[src/rtl/data_mem_pkg.sv]
// Shared types for the data-memory arbiter: access size encoding, arbiter
// states and the bundled memory request steered onto the memory port.
package data_mem_pkg;

  localparam int unsigned MEM_DW = 32;

  typedef enum logic [1:0] {
    MEM_RD   = 2'b00,
    MEM_WORD = 2'b01,
    MEM_HALF = 2'b10,
    MEM_BYTE = 2'b11
  } mem_we_t;

  typedef enum logic [1:0] {
    ST_CPU_PRI   = 2'b00,
    ST_DMA_FORCE = 2'b01,
    ST_DMA_BURST = 2'b10
  } arb_state_t;

  typedef struct packed {
    mem_we_t           we;
    logic [MEM_DW-1:0] addr;
    logic [MEM_DW-1:0] wdata;
  } mem_req_t;

endpackage

[src/rtl/data_mem_arbiter.sv]
// Single-port data memory arbiter between the CPU load/store path and a
// DMA/loader port. The grant is combinational from requests and state, so a
// granted access completes in the cycle it is acked. CPU has priority; DMA is
// protected by a starvation counter and may hold the port for a bounded burst.
module data_mem_arbiter
  import data_mem_pkg::*;
#(
  parameter int unsigned DATA_WIDTH = MEM_DW,
  parameter int unsigned STARVE_MAX = 4,
  parameter int unsigned BURST_MAX  = 8
) (
  input  logic                  clk,
  input  logic                  rst,
  input  logic                  cpu_req_i,
  input  logic [1:0]            cpu_we_i,
  input  logic [DATA_WIDTH-1:0] cpu_a_i,
  input  logic [DATA_WIDTH-1:0] cpu_wd_i,
  output logic                  cpu_ack_o,
  output logic [DATA_WIDTH-1:0] cpu_rd_o,
  input  logic                  dma_req_i,
  input  logic                  dma_lock_i,
  input  logic [1:0]            dma_we_i,
  input  logic [DATA_WIDTH-1:0] dma_a_i,
  input  logic [DATA_WIDTH-1:0] dma_wd_i,
  output logic                  dma_ack_o,
  output logic [DATA_WIDTH-1:0] dma_rd_o,
  output logic [1:0]            mem_we_o,
  output logic [DATA_WIDTH-1:0] mem_a_o,
  output logic [DATA_WIDTH-1:0] mem_wd_o,
  input  logic [DATA_WIDTH-1:0] mem_rd_i
);

  localparam int unsigned SW = $clog2(STARVE_MAX + 1);
  localparam int unsigned BW = $clog2(BURST_MAX + 1);
  localparam logic [SW-1:0] STARVE_LIM = SW'(STARVE_MAX);
  localparam logic [BW-1:0] BURST_LIM  = BW'(BURST_MAX);
  // A one-beat limit means a lock can never extend past the first beat.
  localparam bit BURST_ALLOWED = (BURST_MAX > 1);

  arb_state_t    state_q, state_d;
  logic [SW-1:0] starve_q, starve_d;
  logic [BW-1:0] burst_q, burst_d;
  logic          cpu_ack, dma_ack;
  mem_req_t      win;

  // Grant selection and next-state/counter computation.
  always_comb begin
    // NOTE: every output of this block gets a default first, so no path can
    // leave a signal unassigned and infer a latch.
    state_d  = state_q;
    starve_d = starve_q;
    burst_d  = burst_q;
    cpu_ack  = 1'b0;
    dma_ack  = 1'b0;

    // Reset suppresses every grant so nothing reaches the memory.
    if (!rst) begin
      unique case (state_q)
        ST_CPU_PRI: begin
          if (cpu_req_i)      cpu_ack = 1'b1;
          else if (dma_req_i) dma_ack = 1'b1;
        end
        ST_DMA_FORCE, ST_DMA_BURST: begin
          if (dma_req_i)      dma_ack = 1'b1;
          else if (cpu_req_i) cpu_ack = 1'b1;
        end
        default: ;
      endcase
    end

    unique case (state_q)
      ST_CPU_PRI: begin
        if (dma_ack) begin
          starve_d = '0;
          if (dma_lock_i && BURST_ALLOWED) begin
            state_d = ST_DMA_BURST;
            burst_d = BW'(1);
          end
        end else if (dma_req_i) begin
          if (starve_q != STARVE_LIM) starve_d = starve_q + SW'(1);
          if (starve_d == STARVE_LIM) state_d = ST_DMA_FORCE;
        end
      end
      ST_DMA_FORCE: begin
        // The owed grant is consumed, or forfeited if DMA withdrew.
        starve_d = '0;
        if (dma_ack && dma_lock_i && BURST_ALLOWED) begin
          state_d = ST_DMA_BURST;
          burst_d = BW'(1);
        end else begin
          state_d = ST_CPU_PRI;
        end
      end
      ST_DMA_BURST: begin
        if (dma_ack) begin
          starve_d = '0;
          if (burst_q != BURST_LIM) burst_d = burst_q + BW'(1);
          if (!dma_lock_i || burst_d == BURST_LIM) begin
            state_d = ST_CPU_PRI;
            burst_d = '0;
          end
        end else begin
          state_d = ST_CPU_PRI;
          burst_d = '0;
        end
      end
      default: begin
        state_d  = ST_CPU_PRI;
        starve_d = '0;
        burst_d  = '0;
      end
    endcase
  end

  // Arbiter state and counters; synchronous reset drops any burst in flight.
  always_ff @(posedge clk) begin
    // NOTE: sequential state uses non-blocking assignments so every register
    // samples the pre-edge values of the others.
    if (rst) begin
      state_q  <= ST_CPU_PRI;
      starve_q <= '0;
      burst_q  <= '0;
    end else begin
      state_q  <= state_d;
      starve_q <= starve_d;
      burst_q  <= burst_d;
    end
  end

  // Steer the winner's request onto the memory; an idle port is all zeros.
  always_comb begin
    win = '0;
    if (cpu_ack) begin
      win = '{we: mem_we_t'(cpu_we_i), addr: cpu_a_i, wdata: cpu_wd_i};
    end else if (dma_ack) begin
      win = '{we: mem_we_t'(dma_we_i), addr: dma_a_i, wdata: dma_wd_i};
    end
  end

  assign mem_we_o  = win.we;
  assign mem_a_o   = win.addr;
  assign mem_wd_o  = win.wdata;
  assign cpu_ack_o = cpu_ack;
  assign dma_ack_o = dma_ack;
  assign cpu_rd_o  = cpu_ack ? mem_rd_i : '0;
  assign dma_rd_o  = dma_ack ? mem_rd_i : '0;

endmodule

[config.mk]
export PLATFORM = sky130hd
export DESIGN_NAME = data_mem_arbiter
export DESIGN_NICKNAME = d
export VERILOG_FILES = /design/src/rtl/data_mem_pkg.sv /design/src/rtl/data_mem_arbiter.sv
export SDC_FILE = /design/constraint.sdc
export NUM_CORES = 1
export LEC_CHECK = 0
export BUFFER_PORTS_ARGS = -buffer_cell sky130_fd_sc_hd__buf_4
export CORE_AREA = 4 4 116 118
export CTS_CLUSTER_DIAMETER = 150
export CTS_CLUSTER_SIZE = 30
export DETAILED_ROUTE_END_ITERATION = 12
export DIE_AREA = 0 0 120 122
export SLEW_MARGIN = 20
export SYNTH_ARGS = -nofsm -noshare
export SYNTH_HDL_FRONTEND = slang
export SYNTH_SLANG_ARGS = --single-unit
[constraint.sdc]
create_clock -name clk -period 3.4 [get_ports clk]
set_clock_uncertainty 0.1 [all_clocks]
set_input_delay 0 -clock clk [delete_from_list [all_inputs] [get_ports clk]]
set_output_delay 0 -clock clk [all_outputs]
set_load 0.02 [all_outputs]
# Word level (Yosys, flattened, before mapping)
# Index checks and enable logic that the tools add are counted.
# totals
register_bits	9
out_inout_bits	132
# classes
add_sub_neg	2
eq_ne	14
n_mux	37
reduce_logical	8
# op_table
operator	count
$mux W66	2
$mux W32	2
$mux W4	8
$mux W3	7
$ne A3 B3 Y1 const B	5
$mux W2	7
$pmux W4 S3	1
$ne A2 B2 Y1 const B	4
$mux W1	6
$pmux W2 S3	1
$pmux W3 S2	1
$add A4 B1 Y4 const B	1
$eq A4 B4 Y1 const B	1
$ne A4 B4 Y1 const B	1
$pmux W1 S2	2
$reduce_and A4 Y1	1
$add A3 B1 Y3 const B	1
$eq A3 B3 Y1 const B	1
$reduce_and A3 Y1	1
$eq A2 B1 Y1 const B	1
$eq A2 B2 Y1 const B	1
$logic_not A2 Y1	1
$reduce_and A2 Y1	1
$reduce_or A2 Y1	1
3 further kinds	3

# Longest topological paths before layout
# Gate-level depths: netlist (run 1).
# logic_depth
word_depth	11
ltp_mapped	9
depth_no_buf	8

# Worst setup path after synthesis (run 1)
# No wires, ideal clock.
# synth_path
path_kind	reg2reg
startpoint	register starve_q[0]
endpoint	register state_q[1]
t_arrival_ps	2156
setup_slack_ps	1074
stages_incl_launch_ff	8
path_buffers	0
synth_period_minus_slack_ps	2326
path_cell_list	dfxtp_1 -> inv_1 -> ha_1 -> or3b_1 -> a31o_1 -> o311a_1 -> or4_1 -> a21oi_1
# synth_between
elab_chain_cells	8
elab_cells_between_ends	9
cone_classes	add/sub: 1; eq/ne: 3; mux: 4; reduce/logical: 1
# synth_lines
element	line	rtl
from (decl)	data_mem_arbiter.sv:41	logic [SW-1:0] starve_q, starve_d;
from (signal assigned)	data_mem_arbiter.sv:125	starve_q <= starve_d;
$add A3 B1 Y3 / $ne A3 B3 Y1 (equally long branches)	data_mem_arbiter.sv:80	if (starve_q != STARVE_LIM) starve_d = starve_q + SW'(1);
$mux W3 (*)	data_mem_arbiter.sv:80	
$mux W3 (*)	data_mem_arbiter.sv:79	end else if (dma_req_i) begin
$mux W3 (*)	data_mem_arbiter.sv:73	if (dma_ack) begin
$mux W3 (*)	data_mem_arbiter.sv:71	unique case (state_q)
$eq A3 B3 Y1 (*)	data_mem_arbiter.sv:81	if (starve_d == STARVE_LIM) state_d = ST_DMA_FORCE;
$ne A3 B3 Y1 (no line) (*)	n/a	
$reduce_and A4 Y1 (no line) (*)	n/a	
to (signal assigned)	data_mem_arbiter.sv:124	state_q <= state_d;
to (decl)	data_mem_arbiter.sv:40	arb_state_t state_q, state_d;
# Mark *: on every way between the ends. The rest lies on a longest branch, timed or not. The select of a mux whose other input is x is not followed.
# A chain may end at the register's enable or synchronous reset.

# Final worst setup path (run 1)
# layout_path
startpoint	register state_q[0]
endpoint	output mem_wd_o[22]
# layout_between
elab_chain_cells	6
elab_cells_between_ends	10
cone_classes	eq/ne: 2; mux: 6; reduce/logical: 2
# layout_lines
element	line	rtl
$eq A2 B2 Y1 / $eq A2 B1 Y1 (equally long branches)	data_mem_arbiter.sv:58	unique case (state_q)
$reduce_or A2 Y1	data_mem_arbiter.sv:58	
$pmux W1 S2	data_mem_arbiter.sv:58	
$mux W1	data_mem_arbiter.sv:57	if (!rst) begin
$mux W66	data_mem_arbiter.sv:135	end else if (dma_ack) begin
$mux W66 (*)	data_mem_arbiter.sv:133	if (cpu_ack) begin
to (decl)	data_mem_arbiter.sv:29	output logic [DATA_WIDTH-1:0] mem_wd_o,
# Mark *: on every way between the ends. The rest lies on a longest branch, timed or not.

==> flow_metrics.py, run 1 <==
metrics = {
    "sta": {
        "setup_viol": 0,
        "maxSlewHeadroom_pct": 64.47,
        "finalMaxSlewViolations": 0,
        "finalHoldViolCount": 0,
        "fin_ws_ps": 568.5,
        "setup_tns_ps": 0,
        "post-route-period-util_pct": 83.28,
        "clock.fmax_ghz": 0.3532,
        "tightest_slew_ps": 531.6,
        "timing.final.crit_period_ps": 2832,
        "rsz0062_at_grt": "false",
    },
    "cells_and_area": {
        "regArea_sq_um": 180.2,
        "nFillCells": 1334,
        "stdcell_count": 706,
        "nNetsFinal": 712,
        "area_growth_pct": 136.1,
        "drive_gt1_share_pct": 59.10,
        "multiInputGateArea_sq_um": 1543,
    },
    "drt": {
        "drc": 0,
        "wl_per_cell_um": 20.98,
        "totalWireLength_um": 14810,
        "dr.pass1.iters": 4,
        "postRouteAntennaNets": 0,
        "vias_per_cell": 4.385,
        "drt_iter0_markers": 178,
        "num_vias": 3096,
    },
    "logic_synthesis": {
        "synth.net_count": 426,
        "synth_area_per_cell_sq_um": 7.457,
        "synth_cells": 248,
        "yosys_warnings": 0,
        "synth.distinct_cells": 42,
        "ys_seq_area_share_pct": 9.743,
        "netlist.top_cell.by_area": "a22o_1",
        "ys_ff_latch": 9,
        "synth_area_leaders": "a22o_1, and2_1, dfxtp_1, ha_1, a21oi_1",
        "netlist_area_sq_um": 1849,
        "yosysTopAreaCellShare_pct": 31.73,
    },
    "grt": {
        "grt_first_pass_wirelength_um": 20120,
        "groute.usage.overall_pct": 18.25,
        "antenna_found_initial": 3,
        "grt_pass1_vias": 3073,
        "gr-total-overflow": 0,
        "grt_max_degree": 100,
    },
    "setup_path": {
        "cpPeakStageDelay_ps": 420,
        "worstSetupPathType": "register to primary output",
        "startpoint_type": "register",
        "slowest_stage": "buf_4",
        "critPathTopFamily": "buffers and inverters",
        "crit_path_end_kind": "primary output",
        "required_ps": 3300,
        "path_cells": "inv_1, ha_1, and2b_4, o21ai_4, nor2_4, buf_4, a22o_1, buf_4",
        "cp_common_cell": "buf_4",
        "critPathArrivalTime_ps": 2730,
        "worst-path-buf-inv": 3,
        "crit_fanout": 33,
    },
    "floorplan": {
        "die_h_um": 122,
        "dieArea_sq_um": 14640,
        "initial_core_util_pct": 14.83,
        "num_io_pins": 301,
        "coreArea_sq_um": 12470,
        "rows": 41,
        "die_x_um": 120,
    },
    "power_and_ir_drop": {
        "leakage_nw": 2.276,
        "pwr_density_cell_nw_per_um2": 400.2,
        "peakVddDrop_mv": 0.1752,
    },
    "clock_tree": {
        "clock_latency_ps": 230,
        "tritoncts": "yes",
        "cts_root_buf": "clkbuf_16",
        "clock-sinks": 9,
        "htree_levels": 1,
        "clkSlewWorstSetupHoldPaths_ps": 40,
        "cts_max_path_buffers": 2,
        "post_cts_resized": 0,
        "cts_buffers": 3,
    },
    "placed_design": {
        "place_ws_ps": 596.6,
        "gp_congestion": 0.7853,
        "portBuffers": 300,
        "hpwl_um": 12950,
        "placed_cells": 700,
    },
    "job": {
        "maxCapViolCount": 0,
    },
    "min_path": {
        "hold_class": "input port to register",
    },
    "status": {
        "status": "finished, final reports clean",
    },
}
==> final timing paths <==
| check | startpoint | to | slack (ps) | cells after the start |
|---|---|---|---|---|
| min | dma_lock_i | state_q[1]$_SDFFE_PP0P_ | 120 | 4 |
| max reg2reg | state_q[0]$_SDFFE_PP0P_ | state_q[1]$_SDFFE_PP0P_ | 570 | 8 |
| min reg2reg | starve_q[1]$_SDFFE_PP0P_ | starve_q[1]$_SDFFE_PP0P_ | 370 | 2 |
| max | state_q[0]$_SDFFE_PP0P_ | mem_wd_o[22] | 570 | 8 |
==> cell usage after synthesis <==
master	n
o21ai_1	1
a31oi_1	3
ha_1	9
nand4_1	2
o211ai_1	1
inv_1	10
o21ai_0	5
o211ai_2	1
nor3_1	1
or2b_2	1
nand4bb_1	1
nand3b_1	2
buf_4	1
clkbuf_1	17
buf_2	1
or4_1	1
mux2_1	1
o311a_1	1
nand3_1	1
dfxtp_1	9
and2b_4	1
nor2b_1	3
or2_2	1
or2b_1	1
a21oi_1	15
a211oi_1	2
a22oi_1	1
nor4b_1	1
a22o_1	67
and4_1	1
inv_8	1
a31o_1	1
or3b_1	1
nand2_1	7
or3_1	1
o21ai_4	1
and2_1	65
nor2_1	2
nor3b_4	1
o2111ai_1	1
buf_1	4
nand4b_1	1
==> state kept, by name, indices dropped and copies added, names as in the netlist <==
signal    flops
state_q       2
burst_q       4
starve_q      3
==> through the flow <==
| stage | power (mW) | hold slack, ps | utilization (%) | cell area [sq um] |
|---|---|---|---|---|
| global placement | 1.518 | 189.0 | 34.29 | 4274 |
| CTS | 1.758 | 112.7 | 35.00 | 4363 |
| global route | 1.848 | 162.3 | 35.02 | 4365 |
| floorplan | 0.8916 | 82.69 | - | 1849 |
| detailed placement | 1.541 | 194.8 | 34.29 | 4274 |
| finish | 1.747 | 115.3 | 35.02 | 4365 |
==> kinds of logic (layout without fill, tap and decap cells) <==
kind of cell,after synthesis,after routing,share of synthesized area [%]
and+or+nand+nor,95,95,32.88
muxes,1,1,0.6089
adders and majority gates,9,9,6.089
AOI/OAI and AO/OA,100,100,43.10
buffers and inverters,34,319,7.578
DFF,9,9,9.743
other,0,1,0
==> timing repair <==
item / 4_1_cts / 5_1_grt
endpoints found under the setup margin: 0 / 0
hold endpoints to repair: 9 / 0
setup buffers: 0 / 0
hold buffers: 1 / 0
==> placed cells by master, fill, tap and decap left out, types with 2 or more instances in the layout <==
master and instances:
buf_4 302, a22o_1 67, and2_1 65, a21oi_1 15, inv_1 10, ha_1 9, dfxtp_1 9, nand2_1 7
o21ai_0 5, a31oi_1 3, nor2b_1 3, clkbuf_16 3, nand3b_1 2, a211oi_1 2, nand4_1 2
==> where the power goes <==
group	total (mW)	switching, mW	leakage [nW]	internal, mW
logic	1.39	0.766	2.17	0.625
registers	0.147	0.0231	0.0730	0.124
clock network	0.208	0.0517	0.0382	0.157
total	1.75	0.841	2.28	0.906
==> metal layers <==
| metal | track usage (%) | vias to the layer above | share of wire (%) |
|---|---|---|---|
| li1 | - | 1491 | - |
| met1 | 28.30 | 1432 | 50 |
| met2 | 24.45 | 161 | 41 |
| met3 | 6.453 | 8 | 8.9 |
| met4 | 1.861 | 4 | 0.41 |
| met5 | 0 | - | 0.14 |
==> worst register-to-register path, stage by stage (launching register included) <==
cell and delay, ps:
dfxtp_1 390, inv_1 100, ha_1 340, and2b_4 240, o21ai_4 360, inv_8 150, o311a_1 420, or4_1 520
a21oi_1 140
==> area by class of cell <==
| type | instances | share of cell area, % |
|---|---|---|
| Timing Repair Buffer | 304 | 52.62 |
| Multi-Input combinational cell | 205 | 35.34 |
| Clock buffer | 4 | 1.806 |
| Tap cell | 172 | 4.930 |
| Sequential cell | 9 | 4.127 |
| Antenna cell | 1 | 0.05732 |
| Inverter | 11 | 1.118 |
Note: power is estimated with default switching activity, not from simulation.
==> run 2: changes to the inputs <==
--- a/config.mk
+++ b/config.mk
@@ -5,6 +5,7 @@
 export SDC_FILE = /design/constraint.sdc
 export NUM_CORES = 1
 export LEC_CHECK = 0
+export ABC_AREA = 1
 export BUFFER_PORTS_ARGS = -buffer_cell sky130_fd_sc_hd__buf_4
 export CORE_AREA = 4 4 116 118
 export CTS_CLUSTER_DIAMETER = 150
==> constraint.sdc (replaced) <==
create_clock -name clk -period 2.6 [get_ports clk]
set_clock_uncertainty 0.1 [all_clocks]
set_input_delay 0 -clock clk [delete_from_list [all_inputs] [get_ports clk]]
set_output_delay 0 -clock clk [all_outputs]
set_load 0.02 [all_outputs]
==> run 2 against run 1 <==
Effect of this change:
- flip-flop and latch count did not move
- worst hold slack got worse by 35 ps
- wire length fell by 19%
- sequential power rose by 36%
- total power rose by 30%
- critical path depth rose by 2
- clock power rose by 33%
- first-iteration DRC count rose by 28%
- synthesized cell count rose by 82%
- critical path type unchanged
- highest routed layer is now met4
==> flow_metrics.py, run 2 <==
metrics = {
    "setup_path": {
        "reg2reg_from": "state_q[0]$_SDFFE_PP0P_",
        "crit_path_end_kind": "primary output",
        "critPathArrivalTime_ps": 2200,
        "worstSetupPathType": "register to primary output",
        "startpoint_type": "register",
        "cpPeakStageDelay_ps": 400,
        "slowest_stage": "dfxtp_1",
        "r2r_slack_ps": 550,
        "required_ps": 2500,
        "reg2reg_to": "state_q[1]$_SDFFE_PP0P_",
        "crit_fanout": 32,
        "rr_worst_depth": 12,
        "path_cells": "inv_1, ha_1, inv_1, nand2_1, nand2_4, inv_4, buf_12, nand3_1, nand2_1, buf_4",
    },
    "grt": {
        "antenna_found_initial": 0,
        "gr-total-overflow": 0,
        "grt_first_pass_wirelength_um": 17110,
        "grt_max_degree": 71,
        "grt_pass1_vias": 3314,
        "groute.usage.overall_pct": 14.17,
    },
    "sta": {
        "maxSlewHeadroom_pct": 73.89,
        "rsz0062_at_grt": "false",
        "post-route-period-util_pct": 88.40,
        "timing.final.crit_period_ps": 2298,
        "setup_viol": 0,
        "fin_ws_ps": 301.5,
        "clock.fmax_ghz": 0.4351,
        "finalMaxSlewViolations": 0,
        "tightest_slew_ps": 391.7,
        "finalHoldViolCount": 0,
        "setup_tns_ps": 0,
    },
    "floorplan": {
        "dieArea_sq_um": 14640,
        "die_x_um": 120,
        "initial_core_util_pct": 17.60,
        "num_io_pins": 301,
        "die_h_um": 122,
        "rows": 41,
        "coreArea_sq_um": 12470,
    },
    "logic_synthesis": {
        "synth_area_leaders": "nand2_1, nand3_1, nor2_1, inv_1, dfxtp_1",
        "netlist.top_cell.by_area": "nand2_1",
        "ys_ff_latch": 9,
        "synth.net_count": 629,
        "netlist_area_sq_um": 2193,
        "synth.distinct_cells": 28,
        "synth-edff-count": 0,
        "synth_area_per_cell_sq_um": 4.863,
        "ys_seq_area_share_pct": 8.214,
        "synth_commonest_cells": "nand2_1, nor2_1, nand3_1",
        "yosysTopAreaCellShare_pct": 27.21,
        "yosys_warnings": 0,
        "synth_cells": 451,
        "synthFlopType": "dfxtp_1",
        "synth-async-reset-ratio_pct": 0,
        "yosys.cell_count.top_type": "nand2_1",
    },
    "drt": {
        "drc": 0,
        "totalWireLength_um": 12000,
        "wl_per_cell_um": 13.23,
        "postRouteAntennaNets": 0,
        "num_vias": 3734,
        "drt_iter0_markers": 227,
        "vias_per_cell": 4.117,
        "dr.pass1.iters": 4,
    },
    "status": {
        "status": "finished, final reports clean",
    },
    "cells_and_area": {
        "largest_reg_flops": 4,
        "final_cell_mix": "buf_4, nand2_1, nor2_1",
        "regMostFlops": "burst_q",
        "reg_top3": "burst_q x4, starve_q x3, state_q x2",
        "nFillCells": 1346,
        "final_common_cell": "buf_4",
        "drive_gt1_share_pct": 44.63,
        "area_growth_pct": 113.2,
        "antennaDiodeCount": 0,
        "nNetsFinal": 914,
    },
    "power_and_ir_drop": {
        "seq_power_share_pct": 8.8,
        "p_int_mw": 1.124,
        "pwr-share-comb_pct": 79.1,
        "peakVddDrop_mv": 0.2471,
        "swShare_pct": 50.68,
        "power.share.clock_pct": 12.1,
        "total_power_mw": 2.278,
        "leakage_nw": 2.864,
        "pwr_density_cell_nw_per_um2": 487.1,
        "p_sw_mw": 1.155,
    },
    "placed_design": {
        "gp_congestion": 0.8227,
        "hpwl_um": 9876,
        "place_ws_ps": 509.3,
        "portBuffers": 300,
    },
    "min_path": {
        "min_path_cells": 5,
        "holdPathEnd": "burst_q[3]$_SDFFE_PP0P_",
        "worstHoldStart": "dma_lock_i",
        "hold_class": "input port to register",
    },
    "clock_tree": {
        "cts_buffers": 3,
        "post_cts_resized": 0,
        "htree_levels": 1,
        "tritoncts": "yes",
        "clkSlewWorstSetupHoldPaths_ps": 40,
        "cts_root_buf": "clkbuf_16",
        "clock-sinks": 9,
        "cts_max_path_buffers": 2,
        "clock_latency_ps": 240,
    },
    "job": {
        "maxCapViolCount": 0,
    },
}
run 2: changes by cell type in the layout (fill, tap and decap cells not counted), moves of 4 or more:
| cell | delta |
|---|---|
| inv_1 | +47 |
| a21oi_1 | -10 |
| nand3_2 | +4 |
| nor2_1 | +76 |
| a22o_1 | -67 |
| nand3_1 | +75 |
| nand2_1 | +152 |
| and2_1 | -65 |
run 2: cell type report:
class / count / area (sq um) / share of cell area (%)
clock buffers: 4 / 78.83 / 1.685
well taps: 172 / 215.2 / 4.601
inverters: 61 / 231.5 / 4.949
multi-input cells: 352 / 1612 / 34.46
repair buffers: 309 / 2360 / 50.45
flip-flops and latches: 9 / 180.2 / 3.852
run 2: per-layer routing:
metal  track usage [%]  wire length (um)  up-vias
met4             1.432                34        0
li1                  -                 -     1943
met2             25.78              6220      177
met5                 0                 0        -
met1             17.33              4678     1610
met3             3.714              1068        4
run 2: power by group through the flow:
stage	combinational, mW	clock [mW]	sequential (mW)
4_1_cts	1.83	0.285	0.200
5_1_grt	1.97	0.292	0.204
3_3_place_gp	1.82	0	0.202
6_report	1.80	0.276	0.200
2_1_floorplan	1.06	0	0.194
3_5_place_dp	1.82	0	0.202
run 2: per-stage QoR:
| step | cells | utilization, % | instance area, sq um | hold WS (ps) |
|---|---|---|---|---|
| after CTS | 907 | 37.52 | 4677 | 84.50 |
| after floorplan | 451 | - | 2193 | -30.93 |
| after global routing | 907 | 37.52 | 4677 | 99.71 |
| after detailed placement | 902 | 36.81 | 4588 | 142.2 |
| after global placement | 902 | 36.81 | 4588 | 139.2 |
| final | 907 | 37.52 | 4677 | 80.71 |
run 2: what timing repair did:
| item | CTS | global route |
|---|---|---|
| hold buffers | 1 | 0 |
| setup buffers | 0 | 0 |
| endpoints found under the hold margin | 6 | 0 |
run 2: cell families after synthesis:
family / synth area share, %
xor gates and xnor gates: 0.3994
AOI/OAI and AO/OA: 3.423
adders and majority gates: 5.134
buffers and inverters: 18.31
DFF: 8.214
and+or+nand+nor: 64.52
run 2: worst max path at each step:
stage                                  startpoint  slack, ps                       to  cells past startpoint
after global routing      state_q[1]$_SDFFE_PP0P_        150              mem_a_o[10]                     10
after CTS                 state_q[1]$_SDFFE_PP0P_        290              mem_a_o[10]                     10
final                     state_q[1]$_SDFFE_PP0P_        300              mem_wd_o[5]                     10
after floorplan           state_q[0]$_SDFFE_PP0P_        820             cpu_rd_o[11]                      8
after global placement    state_q[0]$_SDFFE_PP0P_        550  state_q[1]$_SDFFE_PP0P_                     12
after detailed placement  state_q[0]$_SDFFE_PP0P_        510  state_q[1]$_SDFFE_PP0P_                     12
run 2: worst max-delay path: cells and delay by family, from the launching register on:
kind	cells	cell delay [ps]
AND/OR/NAND/NOR	4	490
buffers and inverters	5	780
flip-flops	1	400
adder cells (fa/ha/maj)	1	270
